## src/rtl/hazard_pkg.sv

```systemverilog
// Shared definitions for the pipeline hazard/forwarding controller: forward-mux
// select encodings and the bit layout of the per-stage register-tag bundles.
package hazard_pkg;

  typedef enum logic [1:0] {
    FWD_REG = 2'b00,
    FWD_WB  = 2'b01,
    FWD_MEM = 2'b10
  } fwd_sel_e;

  // Tag layout, LSB first: memread, regwrite, rd, rs2, rs1. EX/MEM keeps the
  // low [aw+1:0] slice of an ID/EX tag and MEM/WB keeps the [aw+1:1] slice.
  localparam int unsigned TAG_MEMREAD  = 0;
  localparam int unsigned TAG_REGWRITE = 1;
  localparam int unsigned TAG_RD_LSB   = 2;

  function automatic int unsigned tag_rs2_lsb(input int unsigned aw);
    return TAG_RD_LSB + aw;
  endfunction

  function automatic int unsigned tag_rs1_lsb(input int unsigned aw);
    return TAG_RD_LSB + 2 * aw;
  endfunction

  function automatic int unsigned idex_w(input int unsigned aw);
    return TAG_RD_LSB + 3 * aw;
  endfunction

  function automatic int unsigned exmem_w(input int unsigned aw);
    return TAG_RD_LSB + aw;
  endfunction

  function automatic int unsigned memwb_w(input int unsigned aw);
    return TAG_REGWRITE + aw;
  endfunction

endpackage

```

## src/rtl/hazard_forward_unit_if.sv

```systemverilog
// Decode/EX-side signals between the pipeline (master) and the hazard unit
// (slave). Counter signals exist only when HAZARD_PERF_EN is defined.
interface hazard_forward_unit_if #(
  parameter int unsigned REG_AW = 5,
  parameter int unsigned CNT_W  = 32
);

  logic              valid_d;
  logic [REG_AW-1:0] rs1_d;
  logic [REG_AW-1:0] rs2_d;
  logic [REG_AW-1:0] rd_d;
  logic              regwrite_d;
  logic              memread_d;
  logic              branch_taken_e;
  logic [1:0]        fwd_a_e;
  logic [1:0]        fwd_b_e;
  logic              stall_f;
  logic              stall_d;
  logic              flush_d;
  logic              flush_e;
`ifdef HAZARD_PERF_EN
  logic [CNT_W-1:0]  stall_cnt;
  logic [CNT_W-1:0]  flush_cnt;
`endif

  if (REG_AW < 1 || CNT_W < 1) begin : g_param_check
    $error("hazard_forward_unit_if: REG_AW and CNT_W must be at least 1");
  end

  modport master (
    output valid_d, rs1_d, rs2_d, rd_d, regwrite_d, memread_d, branch_taken_e,
    input  fwd_a_e, fwd_b_e, stall_f, stall_d, flush_d, flush_e
`ifdef HAZARD_PERF_EN
    , input stall_cnt, flush_cnt
`endif
  );

  modport slave (
    input  valid_d, rs1_d, rs2_d, rd_d, regwrite_d, memread_d, branch_taken_e,
    output fwd_a_e, fwd_b_e, stall_f, stall_d, flush_d, flush_e
`ifdef HAZARD_PERF_EN
    , output stall_cnt, flush_cnt
`endif
  );

endinterface

```

## src/rtl/hazard_tag_reg.sv

```systemverilog
// One stage-boundary register for the hazard tag pipeline; a bubble loads
// all-zero tags so the slot can never act as a forward or stall source.
module hazard_tag_reg #(
  parameter int unsigned W = 1
) (
  input  logic         clk,
  input  logic         rst_n,
  input  logic         bubble_i,
  input  logic [W-1:0] tag_d_i,
  output logic [W-1:0] tag_q_o
);

  logic [W-1:0] tag_q;

  // NOTE: sequential state uses non-blocking assignment so every stage samples
  // its predecessor's pre-edge value and the pipeline advances in lockstep.
  always_ff @(posedge clk or negedge rst_n) begin
    if (!rst_n) begin
      tag_q <= '0;
    end else begin
      tag_q <= bubble_i ? '0 : tag_d_i;
    end
  end

  assign tag_q_o = tag_q;

endmodule

```

## src/rtl/hazard_forward_unit.sv

```systemverilog
// Hazard controller for the 5-stage RV32I core: EX forward selects, load-use
// stall and branch flush. Optional saturating counters under HAZARD_PERF_EN.
module hazard_forward_unit
  import hazard_pkg::*;
#(
  parameter int unsigned REG_AW = 5,
  parameter int unsigned CNT_W  = 32
) (
  input logic                  clk,
  input logic                  rst_n,
  hazard_forward_unit_if.slave hz
);

  localparam int unsigned IDEX_W  = idex_w(REG_AW);
  localparam int unsigned EXMEM_W = exmem_w(REG_AW);
  localparam int unsigned MEMWB_W = memwb_w(REG_AW);
  localparam int unsigned RS2_LSB = tag_rs2_lsb(REG_AW);
  localparam int unsigned RS1_LSB = tag_rs1_lsb(REG_AW);

  if (REG_AW < 1 || CNT_W < 1) begin : g_param_check
    $error("hazard_forward_unit: REG_AW and CNT_W must be at least 1");
  end

  logic [IDEX_W-1:0]  id_ex_d;
  logic [IDEX_W-1:0]  id_ex_q;
  logic [EXMEM_W-1:0] ex_mem_q;
  logic [MEMWB_W-1:0] mem_wb_q;
  logic               id_ex_bubble;

  logic [REG_AW-1:0]  ex_rs1, ex_rs2, ex_rd, mem_rd, wb_rd;
  logic               ex_memread, mem_regwrite, mem_memread, wb_regwrite;
  logic               mem_fwd_ok, wb_fwd_ok;
  logic               load_use, flush, stall;
  fwd_sel_e           fwd_a, fwd_b;

  assign id_ex_d = {hz.rs1_d, hz.rs2_d, hz.rd_d, hz.regwrite_d, hz.memread_d};
  assign id_ex_bubble = stall || flush || !hz.valid_d;

  hazard_tag_reg #(.W(IDEX_W)) u_id_ex (
    .clk     (clk),
    .rst_n   (rst_n),
    .bubble_i(id_ex_bubble),
    .tag_d_i (id_ex_d),
    .tag_q_o (id_ex_q)
  );

  hazard_tag_reg #(.W(EXMEM_W)) u_ex_mem (
    .clk     (clk),
    .rst_n   (rst_n),
    .bubble_i(1'b0),
    .tag_d_i (id_ex_q[EXMEM_W-1:0]),
    .tag_q_o (ex_mem_q)
  );

  hazard_tag_reg #(.W(MEMWB_W)) u_mem_wb (
    .clk     (clk),
    .rst_n   (rst_n),
    .bubble_i(1'b0),
    .tag_d_i (ex_mem_q[EXMEM_W-1:TAG_REGWRITE]),
    .tag_q_o (mem_wb_q)
  );

  assign ex_rs1       = id_ex_q[RS1_LSB +: REG_AW];
  assign ex_rs2       = id_ex_q[RS2_LSB +: REG_AW];
  assign ex_rd        = id_ex_q[TAG_RD_LSB +: REG_AW];
  assign ex_memread   = id_ex_q[TAG_MEMREAD];
  assign mem_rd       = ex_mem_q[TAG_RD_LSB +: REG_AW];
  assign mem_regwrite = ex_mem_q[TAG_REGWRITE];
  assign mem_memread  = ex_mem_q[TAG_MEMREAD];
  assign wb_rd        = mem_wb_q[TAG_RD_LSB-1 +: REG_AW];
  assign wb_regwrite  = mem_wb_q[TAG_REGWRITE-1];

  // A load in MEM has no data yet, so it is never a MEM-stage source.
  assign mem_fwd_ok = mem_regwrite && !mem_memread && (mem_rd != '0);
  assign wb_fwd_ok  = wb_regwrite && (wb_rd != '0);

  // NOTE: every output of this block gets a default first, so no path leaves
  // a select unassigned and no latch is inferred.
  always_comb begin
    fwd_a = FWD_REG;
    fwd_b = FWD_REG;
    if (mem_fwd_ok && (mem_rd == ex_rs1))     fwd_a = FWD_MEM;
    else if (wb_fwd_ok && (wb_rd == ex_rs1))  fwd_a = FWD_WB;
    if (mem_fwd_ok && (mem_rd == ex_rs2))     fwd_b = FWD_MEM;
    else if (wb_fwd_ok && (wb_rd == ex_rs2))  fwd_b = FWD_WB;
  end

  assign load_use = ex_memread && (ex_rd != '0) && hz.valid_d &&
                    ((ex_rd == hz.rs1_d) || (ex_rd == hz.rs2_d));
  assign flush    = hz.branch_taken_e;
  // A taken branch squashes the dependent instruction, so it must not stall.
  assign stall    = load_use && !flush;

  assign hz.fwd_a_e = fwd_a;
  assign hz.fwd_b_e = fwd_b;
  assign hz.stall_f = stall;
  assign hz.stall_d = stall;
  assign hz.flush_d = flush;
  assign hz.flush_e = flush;

`ifdef HAZARD_PERF_EN
  logic [CNT_W-1:0] stall_cnt_q;
  logic [CNT_W-1:0] flush_cnt_q;

  always_ff @(posedge clk or negedge rst_n) begin
    if (!rst_n) begin
      stall_cnt_q <= '0;
      flush_cnt_q <= '0;
    end else begin
      if (stall && !(&stall_cnt_q)) stall_cnt_q <= stall_cnt_q + CNT_W'(1);
      if (flush && !(&flush_cnt_q)) flush_cnt_q <= flush_cnt_q + CNT_W'(1);
    end
  end

  assign hz.stall_cnt = stall_cnt_q;
  assign hz.flush_cnt = flush_cnt_q;
`endif

endmodule

```

## src/flat_wrapper.sv

```systemverilog
// flat-port wrapper written by rule: the top's interface ports become plain ports
module hazard_forward_unit_flat import hazard_pkg::*;
#(
  parameter int unsigned REG_AW = 5,
  parameter int unsigned CNT_W  = 32
)
  (clk, rst_n, hz_valid_d, hz_rs1_d, hz_rs2_d, hz_rd_d, hz_regwrite_d, hz_memread_d, hz_branch_taken_e, hz_fwd_a_e, hz_fwd_b_e, hz_stall_f, hz_stall_d, hz_flush_d, hz_flush_e);
  hazard_forward_unit_if #(.REG_AW(REG_AW), .CNT_W(CNT_W)) hz_i ();
  input logic clk;
  input logic rst_n;
  input wire logic [$bits(hz_i.valid_d)-1:0] hz_valid_d;
  input wire logic [$bits(hz_i.rs1_d)-1:0] hz_rs1_d;
  input wire logic [$bits(hz_i.rs2_d)-1:0] hz_rs2_d;
  input wire logic [$bits(hz_i.rd_d)-1:0] hz_rd_d;
  input wire logic [$bits(hz_i.regwrite_d)-1:0] hz_regwrite_d;
  input wire logic [$bits(hz_i.memread_d)-1:0] hz_memread_d;
  input wire logic [$bits(hz_i.branch_taken_e)-1:0] hz_branch_taken_e;
  output wire logic [$bits(hz_i.fwd_a_e)-1:0] hz_fwd_a_e;
  output wire logic [$bits(hz_i.fwd_b_e)-1:0] hz_fwd_b_e;
  output wire logic [$bits(hz_i.stall_f)-1:0] hz_stall_f;
  output wire logic [$bits(hz_i.stall_d)-1:0] hz_stall_d;
  output wire logic [$bits(hz_i.flush_d)-1:0] hz_flush_d;
  output wire logic [$bits(hz_i.flush_e)-1:0] hz_flush_e;
  assign hz_i.valid_d = hz_valid_d;
  assign hz_i.rs1_d = hz_rs1_d;
  assign hz_i.rs2_d = hz_rs2_d;
  assign hz_i.rd_d = hz_rd_d;
  assign hz_i.regwrite_d = hz_regwrite_d;
  assign hz_i.memread_d = hz_memread_d;
  assign hz_i.branch_taken_e = hz_branch_taken_e;
  assign hz_fwd_a_e = hz_i.fwd_a_e;
  assign hz_fwd_b_e = hz_i.fwd_b_e;
  assign hz_stall_f = hz_i.stall_f;
  assign hz_stall_d = hz_i.stall_d;
  assign hz_flush_d = hz_i.flush_d;
  assign hz_flush_e = hz_i.flush_e;
  hazard_forward_unit #(.REG_AW(REG_AW), .CNT_W(CNT_W)) u_core (.clk(clk), .rst_n(rst_n), .hz(hz_i));
endmodule
```

## config.mk

```make
export PLATFORM = sky130hd
export DESIGN_NAME = hazard_forward_unit_flat
export DESIGN_NICKNAME = d
export VERILOG_FILES = /design/src/rtl/hazard_pkg.sv /design/src/rtl/hazard_forward_unit_if.sv /design/src/rtl/hazard_tag_reg.sv /design/src/rtl/hazard_forward_unit.sv /design/src/flat_wrapper.sv
export SDC_FILE = /design/constraint.sdc
export NUM_CORES = 1
export LEC_CHECK = 0
export CAP_MARGIN = 15
export CORE_MARGIN = 1.5
export CORE_UTILIZATION = 50
export DETAILED_ROUTE_END_ITERATION = 7
export PLACE_DENSITY = 0.84
export SETUP_SLACK_MARGIN = 0.05
export SLEW_MARGIN = 20
export SYNTH_ARGS = -nofsm -noshare
export SYNTH_HDL_FRONTEND = slang
export SYNTH_SLANG_ARGS = --single-unit
```

## constraint.sdc

```tcl
create_clock -name clk -period 2.3 [get_ports clk]
set_input_delay 0.23 -clock clk [delete_from_list [all_inputs] [get_ports clk]]
set_output_delay 0.23 -clock clk [all_outputs]
set_load 0.005 [all_outputs]
```

After elaboration in Yosys (flattened, before gate mapping)
Index checks and enable logic that the tools add are counted.
- equality and inequality tests: 6
- reductions and logical operators: 20
- mux-type cells: 5
- operators with widths (operator ; number):
    equality test 5 bit ; 6
    two-way mux 17 bit ; 1
    nonzero test 5 bit ; 3
    logical AND 1 bit ; 11
    two-way mux 2 bit ; 2
    logical NOT 1 bit ; 3
    logical OR 1 bit ; 3
    two-way mux 1 bit ; 2
- input bits: 21
- word-level logic and storage cells: 34
- bits in registers: 30
- output and inout port bits: 8

Logic depth before layout (Yosys ltp)
Gate-level depths: netlist of run 1.
- depth after elaboration: 8
- gate-level depth with buffers: 5
- depth with buffers taken out: 4

Cells and area by module
A second synthesis of run 1 with hierarchy kept.
- cells, all modules: 118
- area total of the unflattened synthesis: 1410.1 µm²
- modules (own cells, without submodules) (module ; area an instance (µm²) ; times used ; sequential area each (µm²) ; cells an instance):
    hazard_tag_reg at u_core.u_id_ex ; 560.5 ; 1 ; 425.4 ; 35
    hazard_forward_unit ; 442.9 ; 1 ; 0.0 ; 57
    hazard_tag_reg at u_core.u_ex_mem ; 219.0 ; 1 ; 175.2 ; 14
    hazard_tag_reg at u_core.u_mem_wb ; 187.7 ; 1 ; 150.1 ; 12

Least setup slack after synthesis of run 1
No wires, ideal clock.
- kind: register to output
- start point: register u_core.u_id_ex.tag_q[2], in the netlist u_core.u_id_ex.tag_q_o[2]
- end point: output hz_stall_f
- required time: 2.070 ns
- cell stages (with the launch flop): 6
- path buffers: 2
- data arrival time: 1.533 ns
- setup slack: 0.537 ns
- cell sequence: dfrtp_1 or3_1 o311a_1 buf_6 and3b_2 buf_4
- word-level cells in the longest chain between the ends: 5
- elaborated cells between the ends (all ways): 8
- classes of those cells: eq/ne: 2; reduce/logical: 6
- RTL lines (element ; line ; RTL):
    start, declared ; hazard_tag_reg.sv:13 ; logic [W-1:0] tag_q;
    start signal, assigned ; hazard_tag_reg.sv:21 ; tag_q <= bubble_i ? '0 : tag_d_i;
    nonzero test 5 bit ; hazard_forward_unit.sv:88 ; assign load_use = ex_memread && (ex_rd != '0) && hz.valid_d &&
    logical AND 1 bit (2 in a row) ; hazard_forward_unit.sv:88 ;
    logical AND 1 bit (*) ; hazard_forward_unit.sv:88 ;
    logical AND 1 bit (*) ; hazard_forward_unit.sv:92 ; assign stall = load_use && !flush;
    end, declared ; flat_wrapper.sv:20 ; output wire logic [$bits(hz_i.stall_f)-1:0] hz_stall_f;
Every way passes the cells marked *; elsewhere a longest branch is shown, timed or not.

Worst setup path in the final report of run 1
- start point: register u_core.u_ex_mem.tag_q[5], in the netlist u_core.u_ex_mem.tag_q_o[5]
- end point: output hz_fwd_a_e[1]
- word-level cells in the longest chain between the ends: 4
- elaborated cells between the ends (all ways): 5
- classes of those cells: eq/ne: 1; mux: 1; reduce/logical: 3
- RTL lines (element ; line ; RTL):
    start, declared ; hazard_tag_reg.sv:13 ;
    start signal, assigned ; hazard_tag_reg.sv:21 ;
    nonzero test 5 bit ; hazard_forward_unit.sv:74 ; assign mem_fwd_ok = mem_regwrite && !mem_memread && (mem_rd != '0);
    logical AND 1 bit ; hazard_forward_unit.sv:74 ;
    logical AND 1 bit (*) ; hazard_forward_unit.sv:82 ; if (mem_fwd_ok && (mem_rd == ex_rs1)) fwd_a = FWD_MEM;
    two-way mux 2 bit (*) ; hazard_forward_unit.sv:82 ;
    end, declared ; flat_wrapper.sv:18 ; output wire logic [$bits(hz_i.fwd_a_e)-1:0] hz_fwd_a_e;
Marks and branches as above.

==> results list, run 1 <==
- The number of antenna diodes in the final layout is 0.
* Yosys cell types: 22
* Full die area: 3180 sq um
- Endpoint arrival time on the critical path: 1.97 ns
* Post-DP HPWL: 2.17 mm
* Routed WL per cell: 14.6 microns
- Post-synthesis xor/xnor area fraction: 18.4%
- The worst pin sits at a relative slew slack of 72.0%.
- Actual transition at the worst max-transition pin: 0.418 ns
- Remaining antenna violation count after routing: 0
- At the worst endpoint, the required time is 2.07 ns.
- The total area inside the core boundary comes to 2730 sq um.
- The routed design has 2.90 mm of wire.
* Element type at the critical path start: flip-flop
- Most common cell after layout, fill and taps aside: sky130_fd_sc_hd__dfrtp_1
- Io pins: 29
- Counting every net in the synthesized netlist gives 145.
* Most area-hungry cell type in the Yosys netlist: sky130_fd_sc_hd__dfrtp_1
- Final net count: 187
- After synthesis, the mean cell area works out to 11.5 sq um.
* Root buf cell: sky130_fd_sc_hd__clkbuf_4
- Result of the run: finished, final reports clean
* Global router's overall resource usage: 20.7%
* IO Port Bufs: 28
- Across the routed clock network, the largest skew measured is 0.00703 ns.
- P&R area growth vs syn: 30.1%
- The portion of synthesized area spent on multiplexers is 0%.
- In the synthesized netlist, the number of instances is 124.
* Die Height: 56.4 microns
- Detailed Route Iter0 Violations: 23
- Of the available clock period, the critical path in the final layout requires 95.5%.
* Summed instance area of the synthesized netlist: 1430 sq um
* Largest net degree at the start of global routing: 31
- Residual overflow from global routing: 0
* Row count: 19
- Via count of the first global-routing pass: 1099
- Based on the critical path, the design can be clocked at up to 455 MHz.
* Synthesized-area fraction occupied by ao, oa, aoi and oai cells: 11.1%
- The initial utilization of the core area, before any placement, comes to 52.2%.
* Worst-case clock buffer depth: 2
* IR Drop Worst-Case VDD: 0.000436 V
* Horizontal die dimension: 56.4 microns
* Antenna violations before repair: 0
- On the critical path, the stage with the largest delay is an instance of sky130_fd_sc_hd__clkdlybuf4s50_1.
- The number of pins exceeding their max-slew limit in the final report was 0.
* Type of element capturing the critical path: output pin
- Worst hold path class: input pin to asynchronous set/reset pin
* PwrDens: 562 nW/um^2
- The share of synthesized area in the top cell type comes to 52.6%.
* First-pass GRT wire length: 4.77 mm
- Of all nets on the critical path, the largest fanout is 3.
- Timing analysis after detailed placement gives a worst setup slack of 0.122 ns.
* Area share of fa/ha/maj cells after synthesis: 0%
- Simple-gate portion of the synthesized area: 13.2%
- Number of failing setup endpoints in the final timing report: 0
* Setup tns final: 0 ns
- Setup repair after global routing could not meet its margin everywhere.
- Post-synthesis sequential area ratio: 52.6%
- Kind of critical path: flip-flop to output pin
- The number of placed instances, taps included, is 181.
- TritonCTS built the clock tree.
* Final worst-path setup slack: 0.104 ns
- Counting flops and latches in the post-synthesis netlist gives 30.
- Fraction of final layout cells sized beyond drive strength 1: 25.1%
- By area the synthesized netlist is led by sky130_fd_sc_hd__dfrtp_1 53%, sky130_fd_sc_hd__xnor2_1 9.8%, sky130_fd_sc_hd__xor2_1 8.6%.
* Synthesis Warnings: 0
- H-tree depth: 2
* Vias: 1012
* Leak pwr: 0.887 nW
* Series of cell instances along the critical path: buf_4 -> xnor2_1 -> nand3_1 -> nor4_2 -> clkdlybuf4s50_1
- Final weighted congestion in routability-driven placement: 0.875
* Max-cap check violation count: 0
* Max stage delay on crit path: 0.56 ns
- The hold violation total from the final report came to 0.
- CTS saw 30 sinks.
- In the routed design, unresolved DRC markers number 0.
* Final standard cell count with taps included and fillers excluded: 198
* Commonest cells after routing, fill and taps aside: 30 x sky130_fd_sc_hd__dfrtp_1, 24 x sky130_fd_sc_hd__clkdlybuf4s50_1, 19 x sky130_fd_sc_hd__nand2_1, 16 x sky130_fd_sc_hd__xnor2_1, 15 x sky130_fd_sc_hd__buf_4
- In the routed layout, each cell is associated on average with a via count of 5.11.
- Counting the buffers created by CTS gives 5.
- By area, the combinational part of the netlist is dominated by XOR/XNOR gates.
- After clock tree synthesis, the clock-pin slew on the worst setup and hold paths is 0.09 ns.
* Final Critical Period: 2.20 ns
- The first detailed-routing pass ran for 4 iterations.
- Clk Latency, worst-skew pair: 0.32 ns
[what timing repair did]
item | in CTS | in global routing
pin swaps | 1 | 2
hold buffers | 0 | 0
buffers inserted | 5 | 4
cloned | 0 | 0
setup endpoints to repair | 5 | 4
gates resized for setup | 5 | 7
[path summary, 6_finish.rpt]
check / from / endpoint / slack [ns] / cells after the start
min in group clk: u_core.u_id_ex.tag_q_o[1] / u_core.u_ex_mem.tag_q_o[1] / 0.36 / 0
max in group asynchronous: rst_n / u_core.u_id_ex.tag_q_o[8] / 1.75 / 2
setup reg to reg: u_core.u_id_ex.tag_q_o[2] / u_core.u_id_ex.tag_q_o[16] / 0.75 / 6
setup / recovery: u_core.u_ex_mem.tag_q_o[5] / hz_fwd_a_e[1] / 0.10 / 5
hold reg to reg: u_core.u_id_ex.tag_q_o[1] / u_core.u_ex_mem.tag_q_o[1] / 0.36 / 0
hold / removal: rst_n / u_core.u_mem_wb.tag_q_o[0] / 0.28 / 2
[cell type report]
class	instances	area, sq um
fill	218	878
sequential	30	751
multi-input combinational	86	626
timing repair buffer	43	380
clock buffer	7	55.1
tap	31	38.8
clock inverter	1	5.00
[flip-flops by register name, indices dropped and copies added (netlist names)]
register and cells:
u_core.u_id_ex.tag_q_o 17, u_core.u_mem_wb.tag_q_o 6, u_core.u_ex_mem.tag_q_o 7
[kinds of logic after synthesis]
kind of cell	count (synthesis)
and+or+nand+nor	35
AOI/OAI and AO/OA	21
xor gates and xnor gates	30
DFF	30
buffers and inverters	8
[critical path, delay by kind of cell, from the launching register on]
kind	cells	cell delay (ns)
AND/OR/NAND/NOR	2	0.38
XOR/XNOR	1	0.18
flip-flops	1	0.38
buffers and inverters	2	0.71
[cells in the mapped netlist (all sizes together)]
master,instances
o22ai,1
o21ai,2
or3,1
o311a,1
a21oi,17
nand3,4
clkbuf,2
dfrtp,30
nor2b,2
nor4,4
xor2,14
xnor2,16
or4,4
buf,6
and3b,1
nand2,19
[where the power goes]
group	internal, mW	switching (mW)	total [mW]
sequential	0.547	0.0185	0.566
clock	0.148	0.171	0.319
combinational	0.0860	0.0718	0.158
[through the flow]
step / cell area (sq um) / utilization (%) / hold slack [ns] / power (mW)
floorplan: 1430 / - / -0.0656 / 0.648
global placement: 1720 / 63.1 / 0.338 / 0.715
detailed placement: 1720 / 63.1 / 0.344 / 0.722
CTS: 1820 / 66.7 / 0.282 / 1.05
global route: 1860 / 67.9 / 0.289 / 1.10
finish: 1860 / 67.9 / 0.278 / 1.04
[per-layer routing]
metal	global-route usage, %	vias up	share of wire [%]
met4	14.3	0	2.7
met5	0	-	0
li1	-	495	-
met1	21.4	472	38
met3	5.30	11	4.9
met2	36.1	34	54
No activity file was read; power rests on OpenSTA's default activity.
==> run 2, diff against run 1 <==
--- a/config.mk
+++ b/config.mk
@@ -6,9 +6,10 @@
 export NUM_CORES = 1
 export LEC_CHECK = 0
 export CAP_MARGIN = 15
-export CORE_MARGIN = 1.5
+export CORE_MARGIN = 2
 export CORE_UTILIZATION = 50
 export DETAILED_ROUTE_END_ITERATION = 7
+export GPL_ROUTABILITY_DRIVEN = 0
 export PLACE_DENSITY = 0.84
 export SETUP_SLACK_MARGIN = 0.05
 export SLEW_MARGIN = 20
==> results list, run 2 (same netlist as run 1, synthesis figures left out) <==
- Result of the run: finished, final reports clean (unchanged).
- Final Critical Period: 2.20 ns (about the same)
* Power share of the combinational group: 14.2% (was 15.1%)
- The total net switching power is 273 uW (was 261 uW).
- Routed WL: 2.90 mm (about the same)
- R2r setup slk: 0.70 ns (was 0.75 ns)
- The number of cell instances on the worst register-to-register path is 4 (was 6).
- Detailed Route Iter0 Violations: 18 (was 23)
- The global-route wire length before repair is 4.83 mm (was 4.77 mm).
* Horizontal die dimension: 57.4 microns (was 56.4 microns)
* Final net count: 181 (was 187)
- Number of failing setup endpoints in the final timing report: 0 (unchanged)
- The maximum number of pins on one net before global-route repair was 31 (unchanged).
- Routed WL per cell: 15.1 microns (was 14.6 microns)
- Full die area: 3300 sq um (was 3180 sq um)
* TritonCTS clock tree: done (unchanged)
- The first-pass detailed-route iteration total came to 4 (unchanged).
- IR Drop Worst-Case VDD: 0.000360 V (was 0.000436 V)
- H-tree depth: 2 (unchanged)
- Worst-case clock buffer depth: 2 (unchanged)
- The reg-to-reg critical path startpoint is u_core.u_id_ex.tag_q_o[2] (unchanged).
* Fraction of final layout cells sized beyond drive strength 1: 23.0% (was 25.1%)
* Family with the most delay on the worst path: simple AND/OR/NAND/NOR gates (was buffers and inverters)
* Largest register FFs: 17 (unchanged)
- Die Height: 57.4 microns (was 56.4 microns)
* Clock group share of total power: 34.9% (was 30.6%)
- Sinks on Clock Net: 30 (unchanged)
* Remaining antenna violation count after routing: 0 (unchanged)
* Root buf cell: sky130_fd_sc_hd__clkbuf_4 (unchanged)
- The slew at the pin with the worst max-slew slack came to 0.358 ns (was 0.418 ns).
- The worst endpoint data arrival time was 1.97 ns (about the same).
- The cell at the slowest stage of the critical path is sky130_fd_sc_hd__or4_4 (was sky130_fd_sc_hd__clkdlybuf4s50_1).
- P&R area growth vs syn: 30.1% (unchanged)
- Stages on worst setup path: 5 (unchanged)
* Internal: 839 uW (was 781 uW)
- IO Port Bufs: 28 (unchanged)
- Core Footprint: 2730 sq um (unchanged)
* Period utilization: 95.5% (about the same)
- The total power divided by cell area came to 599 nW/um^2 (was 562 nW/um^2).
- The clock latency of the later-clocked register in the worst-skew pair came to 0.33 ns (was 0.32 ns).
* Via count of the first global-routing pass: 1077 (was 1099)
- Series of cell instances along the critical path: or4_4 -> o21ai_4 -> nor4_4 -> nor4_2 -> buf_2 (was buf_4 -> xnor2_1 -> nand3_1 -> nor4_2 -> clkdlybuf4s50_1)
* Antenna violations before repair: 0 (unchanged)
* Crit path required time: 2.07 ns (about the same)
- Clock tree skew after final layout: 0.00719 ns (was 0.00703 ns)
- The detailed-route DRC error count is 0 (unchanged).
- The post-route cell area came to 1860 sq um (unchanged).
- The residual overflow from global routing came to 0 (unchanged).
* Io pins: 29 (unchanged)
- The overall track demand over capacity in global routing came to 20.4% (was 20.7%).
- The count of max-cap constraint violations was 0 (unchanged).
- Commonest cells after routing, fill and taps aside: 30 x sky130_fd_sc_hd__dfrtp_1, 22 x sky130_fd_sc_hd__clkdlybuf4s50_1, 19 x sky130_fd_sc_hd__nand2_1, 16 x sky130_fd_sc_hd__xnor2_1, 14 x sky130_fd_sc_hd__xor2_1 (was 30 x sky130_fd_sc_hd__dfrtp_1, 24 x sky130_fd_sc_hd__clkdlybuf4s50_1, 19 x sky130_fd_sc_hd__nand2_1, 16 x sky130_fd_sc_hd__xnor2_1, 15 x sky130_fd_sc_hd__buf_4).
- The maximum operating frequency came to 456 MHz (was 455 MHz).
* Most common cell after layout, fill and taps aside: sky130_fd_sc_hd__dfrtp_1 (unchanged)
* Post-DP HPWL: 2.12 mm (was 2.17 mm)
- The initial core utilization is 52.2% (unchanged).
* Via density per instance: 5.21 (was 5.11)
- The fraction of power spent switching nets was 24.6% (was 25.1%).
- Endpoint of the worst register-to-register path: u_core.u_id_ex.tag_q_o[16] (unchanged)
- The number of pins exceeding their max-slew limit in the final report was 0 (unchanged).
* Critical-path maximum fanout: 2 (was 3)
- Row count: 19 (unchanged)
- Vias: 1001 (was 1012)
* Type of element capturing the critical path: output pin (unchanged)
* Number of clock buffers inserted by TritonCTS: 5 (unchanged)
- Setup repair after global routing missed its margin: no (was yes)
- Worst hold path class: input pin to asynchronous set/reset pin (unchanged)
* Slew margin rel.: 76.1% (was 72.0%)
- Max stage delay on crit path: 0.54 ns (was 0.56 ns)
- The leakage power came to 0.890 nW (was 0.887 nW).
* Clock transition at path regs: 0.09 ns (about the same)
- The fraction of power consumed by sequential logic came to 51.0% (was 54.3%).
- The hold violation total from the final report was 0 (unchanged).
- Kind of critical path: flip-flop to output pin (unchanged)
* Element type at the critical path start: flip-flop (unchanged)
- The instance area at placement came to 1720 sq um (unchanged).
- Number of inserted diodes: 0 (unchanged)
- Setup tns final: 0 ns (unchanged)
- Crit path buffers/inverters: 1 (was 2)
## run 2: worst max-delay path by stage
| stage | from | endpoint |
|---|---|---|
| 2_1_floorplan | u_core.u_id_ex.tag_q_o[2] | hz_stall_f |
| 5_1_grt | u_core.u_ex_mem.tag_q_o[2] | hz_fwd_b_e[0] |
| 3_3_place_gp | u_core.u_ex_mem.tag_q_o[4] | hz_fwd_a_e[0] |
| 3_5_place_dp | u_core.u_ex_mem.tag_q_o[4] | hz_fwd_b_e[0] |
| 4_1_cts | u_core.u_ex_mem.tag_q_o[2] | hz_fwd_b_e[0] |
| 6_report | u_core.u_ex_mem.tag_q_o[2] | hz_fwd_b_e[0] |
## run 2: through the flow
| stage | std cells | setup slack (ns) | utilization, % | hold WS [ns] | power (mW) |
|---|---|---|---|---|---|
| finish | 192 | 0.105 | 67.9 | 0.281 | 1.11 |
| global route | 192 | 0.0479 | 67.9 | 0.307 | 1.16 |
| CTS | 192 | 0.0000411 | 67.0 | 0.291 | 1.11 |
| detailed placement | 181 | 0.0964 | 63.1 | 0.346 | 0.721 |
| global placement | 181 | 0.175 | 63.1 | 0.339 | 0.715 |
| floorplan | 124 | 0.537 | - | -0.0656 | 0.648 |
## run 2: power groups by stage
| stage | Clock, mW | Combinational [mW] | Sequential [mW] |
|---|---|---|---|
| after floorplan | 0 | 0.0749 | 0.574 |
| after global placement | 0 | 0.138 | 0.577 |
| after detailed placement | 0 | 0.143 | 0.578 |
| after CTS | 0.394 | 0.151 | 0.566 |
| after global routing | 0.415 | 0.172 | 0.569 |
| final | 0.387 | 0.158 | 0.566 |
## run 2: repair_timing
item                                    4_1_cts  5_1_grt
endpoints found under the setup margin        6        3
gates cloned                                  0        0
hold buffers                                  0        0
buffers inserted                              3        0
gates resized for setup                      12        6
pin swaps                                     1        1
hold endpoints to repair                      0        0
## run 2: final cells by class
type	count	area (sq um)
multi-input cells	86	651
well taps	31	38.8
repair buffers	37	337
fillers	205	878
clock buffers	8	78.8
flip-flops and latches	30	751
## run 2: routing by layer
| metal | track usage, % | wire (microns) | vias to the layer above |
|---|---|---|---|
| met5 | 0 | 0 | - |
| met4 | 14.3 | 104 | 0 |
| met3 | 4.31 | 144 | 10 |
| met2 | 35.7 | 1510 | 33 |
| met1 | 21.6 | 1150 | 471 |
| li1 | - | - | 487 |
==> run 3, diff against run 2 <==
--- a/config.mk
+++ b/config.mk
@@ -6,8 +6,9 @@
 export NUM_CORES = 1
 export LEC_CHECK = 0
 export CAP_MARGIN = 15
-export CORE_MARGIN = 2
+export CORE_MARGIN = 1
 export CORE_UTILIZATION = 50
+export CTS_CLUSTER_SIZE = 40
 export DETAILED_ROUTE_END_ITERATION = 7
 export GPL_ROUTABILITY_DRIVEN = 0
 export PLACE_DENSITY = 0.84
==> results list, run 3 (same netlist as run 1, synthesis figures left out) <==
- Result of the run: finished, final reports clean (unchanged).
- The total clock buffers created by CTS is 5 (unchanged).
* First-pass GRT wire length: 4.86 mm (was 4.83 mm)
- Launch point of the worst reg-to-reg path: u_core.u_id_ex.tag_q_o[2] (unchanged)
* Sinks on Clock Net: 30 (unchanged)
- The slew at the pin with the worst max-slew slack came to 0.360 ns (was 0.358 ns).
- Pre-CTS WS: 0.107 ns (was 0.0964 ns)
- The total power divided by cell area is 593 nW/um^2 (was 599 nW/um^2).
- The number of H-tree levels came to 2 (unchanged).
- Final standard cell count with taps included and fillers excluded: 197 (was 192)
- Worst-case clock buffer depth: 2 (unchanged)
* Hold slack final: 0.283 ns (was 0.281 ns)
- The required time reported for the critical path endpoint was 2.07 ns (about the same).
- The cell at the slowest stage of the critical path was sky130_fd_sc_hd__or4_1 (was sky130_fd_sc_hd__or4_4).
* Via count of the first global-routing pass: 1073 (was 1077)
* Crit path buffers/inverters: 2 (was 1)
* Net switching component of the power: 272 uW (was 273 uW)
- The area enclosed by the die boundary came to 3070 sq um (was 3300 sq um).
- Number of inserted diodes: 0 (unchanged)
* Final count of pins violating max slew: 0 (unchanged)
- The core region area came to 2730 sq um (unchanged).
- Worst hold path class: input pin to asynchronous set/reset pin (unchanged)
- The wire length after detailed routing was 2.89 mm (was 2.90 mm).
- Routed WL per cell: 14.6 microns (was 15.1 microns)
- The number of cell instances on the worst register-to-register path was 4 (unchanged).
- Setup tns final: 0 ns (unchanged)
* Root buf cell: sky130_fd_sc_hd__clkbuf_4 (unchanged)
* Filler instances: 218 (was 205)
- The fraction of power spent switching nets is 24.0% (was 24.6%).
- The vias per cell is 5.20 (was 5.21).
- The detailed-route DRC error count was 0 (unchanged).
* Number of failing setup endpoints in the final timing report: 0 (unchanged)
- The part of the cycle the worst path needs is 94.2% (was 95.5%).
- The number of nets in the finished design was 186 (was 181).
- The number of flip-flops under the largest register name was 17 (unchanged).
- Commonest cells after routing, fill and taps aside: 30 x sky130_fd_sc_hd__dfrtp_1, 22 x sky130_fd_sc_hd__clkdlybuf4s50_1, 19 x sky130_fd_sc_hd__nand2_1, 16 x sky130_fd_sc_hd__xnor2_1 (was 30 x sky130_fd_sc_hd__dfrtp_1, 22 x sky130_fd_sc_hd__clkdlybuf4s50_1, 19 x sky130_fd_sc_hd__nand2_1, 16 x sky130_fd_sc_hd__xnor2_1, 14 x sky130_fd_sc_hd__xor2_1)
- Total area of multi-input combinational cells: 663 sq um (was 651 sq um)
- TritonCTS clock tree: done (unchanged)
- Largest net degree at the start of global routing: 31 (unchanged)
* Clk Latency, worst-skew pair: 0.33 ns (about the same)
* Endpoint arrival time on the critical path: 1.94 ns (was 1.97 ns)
- Family with the most delay on the worst path: simple AND/OR/NAND/NOR gates (unchanged)
* Setup repair after global routing missed its margin: yes (was no)
- Endpoint of the worst register-to-register path: u_core.u_id_ex.tag_q_o[15] (was u_core.u_id_ex.tag_q_o[16])
* Max-cap check violation count: 0 (unchanged)
- Total placed instance area: 1720 sq um (unchanged)
- Final Critical Period: 2.17 ns (was 2.20 ns)
- P&R area growth vs syn: 33.8% (was 30.1%)
- R2r setup slk: 0.70 ns (about the same)
* Initial core utilization: 52.2% (unchanged)
* Post-DP HPWL: 2.01 mm (was 2.12 mm)
- Io pins: 29 (unchanged)
- Area occupied by registers: 751 sq um (unchanged)
- Vias: 1024 (was 1001)
* Horizontal die dimension: 55.4 microns (was 57.4 microns)
* Post-layout total power: 1.13 mW (was 1.11 mW)
- IR Drop Worst-Case VDD: 0.000521 V (was 0.000360 V)
- Series of cell instances along the critical path: buf_4 -> xor2_1 -> or4_1 -> nor4_2 -> buf_2 (was or4_4 -> o21ai_4 -> nor4_4 -> nor4_2 -> buf_2).
- The proportion of layout cells with a drive suffix above 1 is 25.9% (was 23.0%).
- The post-route cell area was 1910 sq um (was 1860 sq um).
* IO Port Bufs: 28 (unchanged)
- The maximum operating frequency came to 462 MHz (was 456 MHz).
* Number of placed instances, taps included: 181 (unchanged)
* Critical-path maximum fanout: 3 (was 2)
- The worst max-slew margin expressed relative to the limit came to 76.0% (was 76.1%).
- The initial antenna violation count was 0 (unchanged).
- The worst clock skew was 0.00669 ns (was 0.00719 ns).
* Count of endpoints failing hold in the final timing report: 0 (unchanged)
- Clock transition at path regs: 0.09 ns (about the same)
- The violation count after the first detailed-route iteration came to 11 (was 18).
* Final cell utilization of the core: 69.8% (was 67.9%)
* Element type at the critical path start: flip-flop (unchanged)
* Clock group share of total power: 35.5% (was 34.9%)
* Residual overflow from global routing: 0 (unchanged)
* Row count: 19 (unchanged)
- The overall track demand over capacity in global routing came to 21.1% (was 20.4%).
- The first-pass detailed-route iteration total is 4 (unchanged).
- Final worst-path setup slack: 0.133 ns (was 0.105 ns)
* Max stage delay on crit path: 0.50 ns (was 0.54 ns)
* Part of the power in registers: 49.9% (was 51.0%)
- Internal: 860 uW (was 839 uW)
- The critical setup path kind was flip-flop to output pin (unchanged).
- The die extent in y came to 55.4 microns (was 57.4 microns).
- The most common cell after layout, fill and taps aside is sky130_fd_sc_hd__dfrtp_1 (unchanged).
- Remaining antenna violation count after routing: 0 (unchanged)
- Type of element capturing the critical path: output pin (unchanged)
* Leak pwr: 0.930 nW (was 0.890 nW)
* Power share of the combinational group: 14.6% (was 14.2%)
==> run 3: how the worst max path moves through the flow <==
stage,to,cells after the start,startpoint
floorplan,hz_stall_f,5,u_core.u_id_ex.tag_q_o[2]
global placement,hz_fwd_b_e[0],5,u_core.u_ex_mem.tag_q_o[4]
detailed placement,hz_fwd_a_e[0],5,u_core.u_ex_mem.tag_q_o[4]
CTS,hz_fwd_b_e[0],5,u_core.u_ex_mem.tag_q_o[2]
global route,hz_fwd_a_e[0],5,u_core.u_mem_wb.tag_q_o[1]
finish,hz_fwd_a_e[0],5,u_core.u_mem_wb.tag_q_o[1]
==> run 3: cell type report <==
cell class	count	share of cell area [%]
Multi-Input combinational cell	86	34.8
Sequential cell	30	39.3
Timing Repair Buffer	42	19.8
Clock buffer	5	1.97
Tap cell	31	2.03
Clock inverter	3	2.10
==> run 3: layer usage <==
layer | global-route usage [%] | part of all wire [%] | up-vias | wire, microns
met5 | 0 | 0 | - | 0
met4 | 12.1 | 3.1 | 0 | 89
met3 | 5.85 | 5.5 | 10 | 159
met2 | 36.1 | 54 | 36 | 1550
met1 | 23.4 | 38 | 483 | 1080
li1 | - | - | 495 | -
==> run 3: timing repair <==
action	4_1_cts	5_1_grt
endpoints found under the setup margin	5	4
setup buffers	4	4
pin swaps	0	4
hold buffers	0	0
gates resized for setup	5	14
==> run 3: power groups by stage <==
stage	Combinational, mW	Clock [mW]	Sequential (mW)
2_1_floorplan	0.0749	0	0.574
3_3_place_gp	0.138	0	0.577
3_5_place_dp	0.141	0	0.578
4_1_cts	0.149	0.412	0.565
5_1_grt	0.181	0.439	0.568
6_report	0.165	0.402	0.565
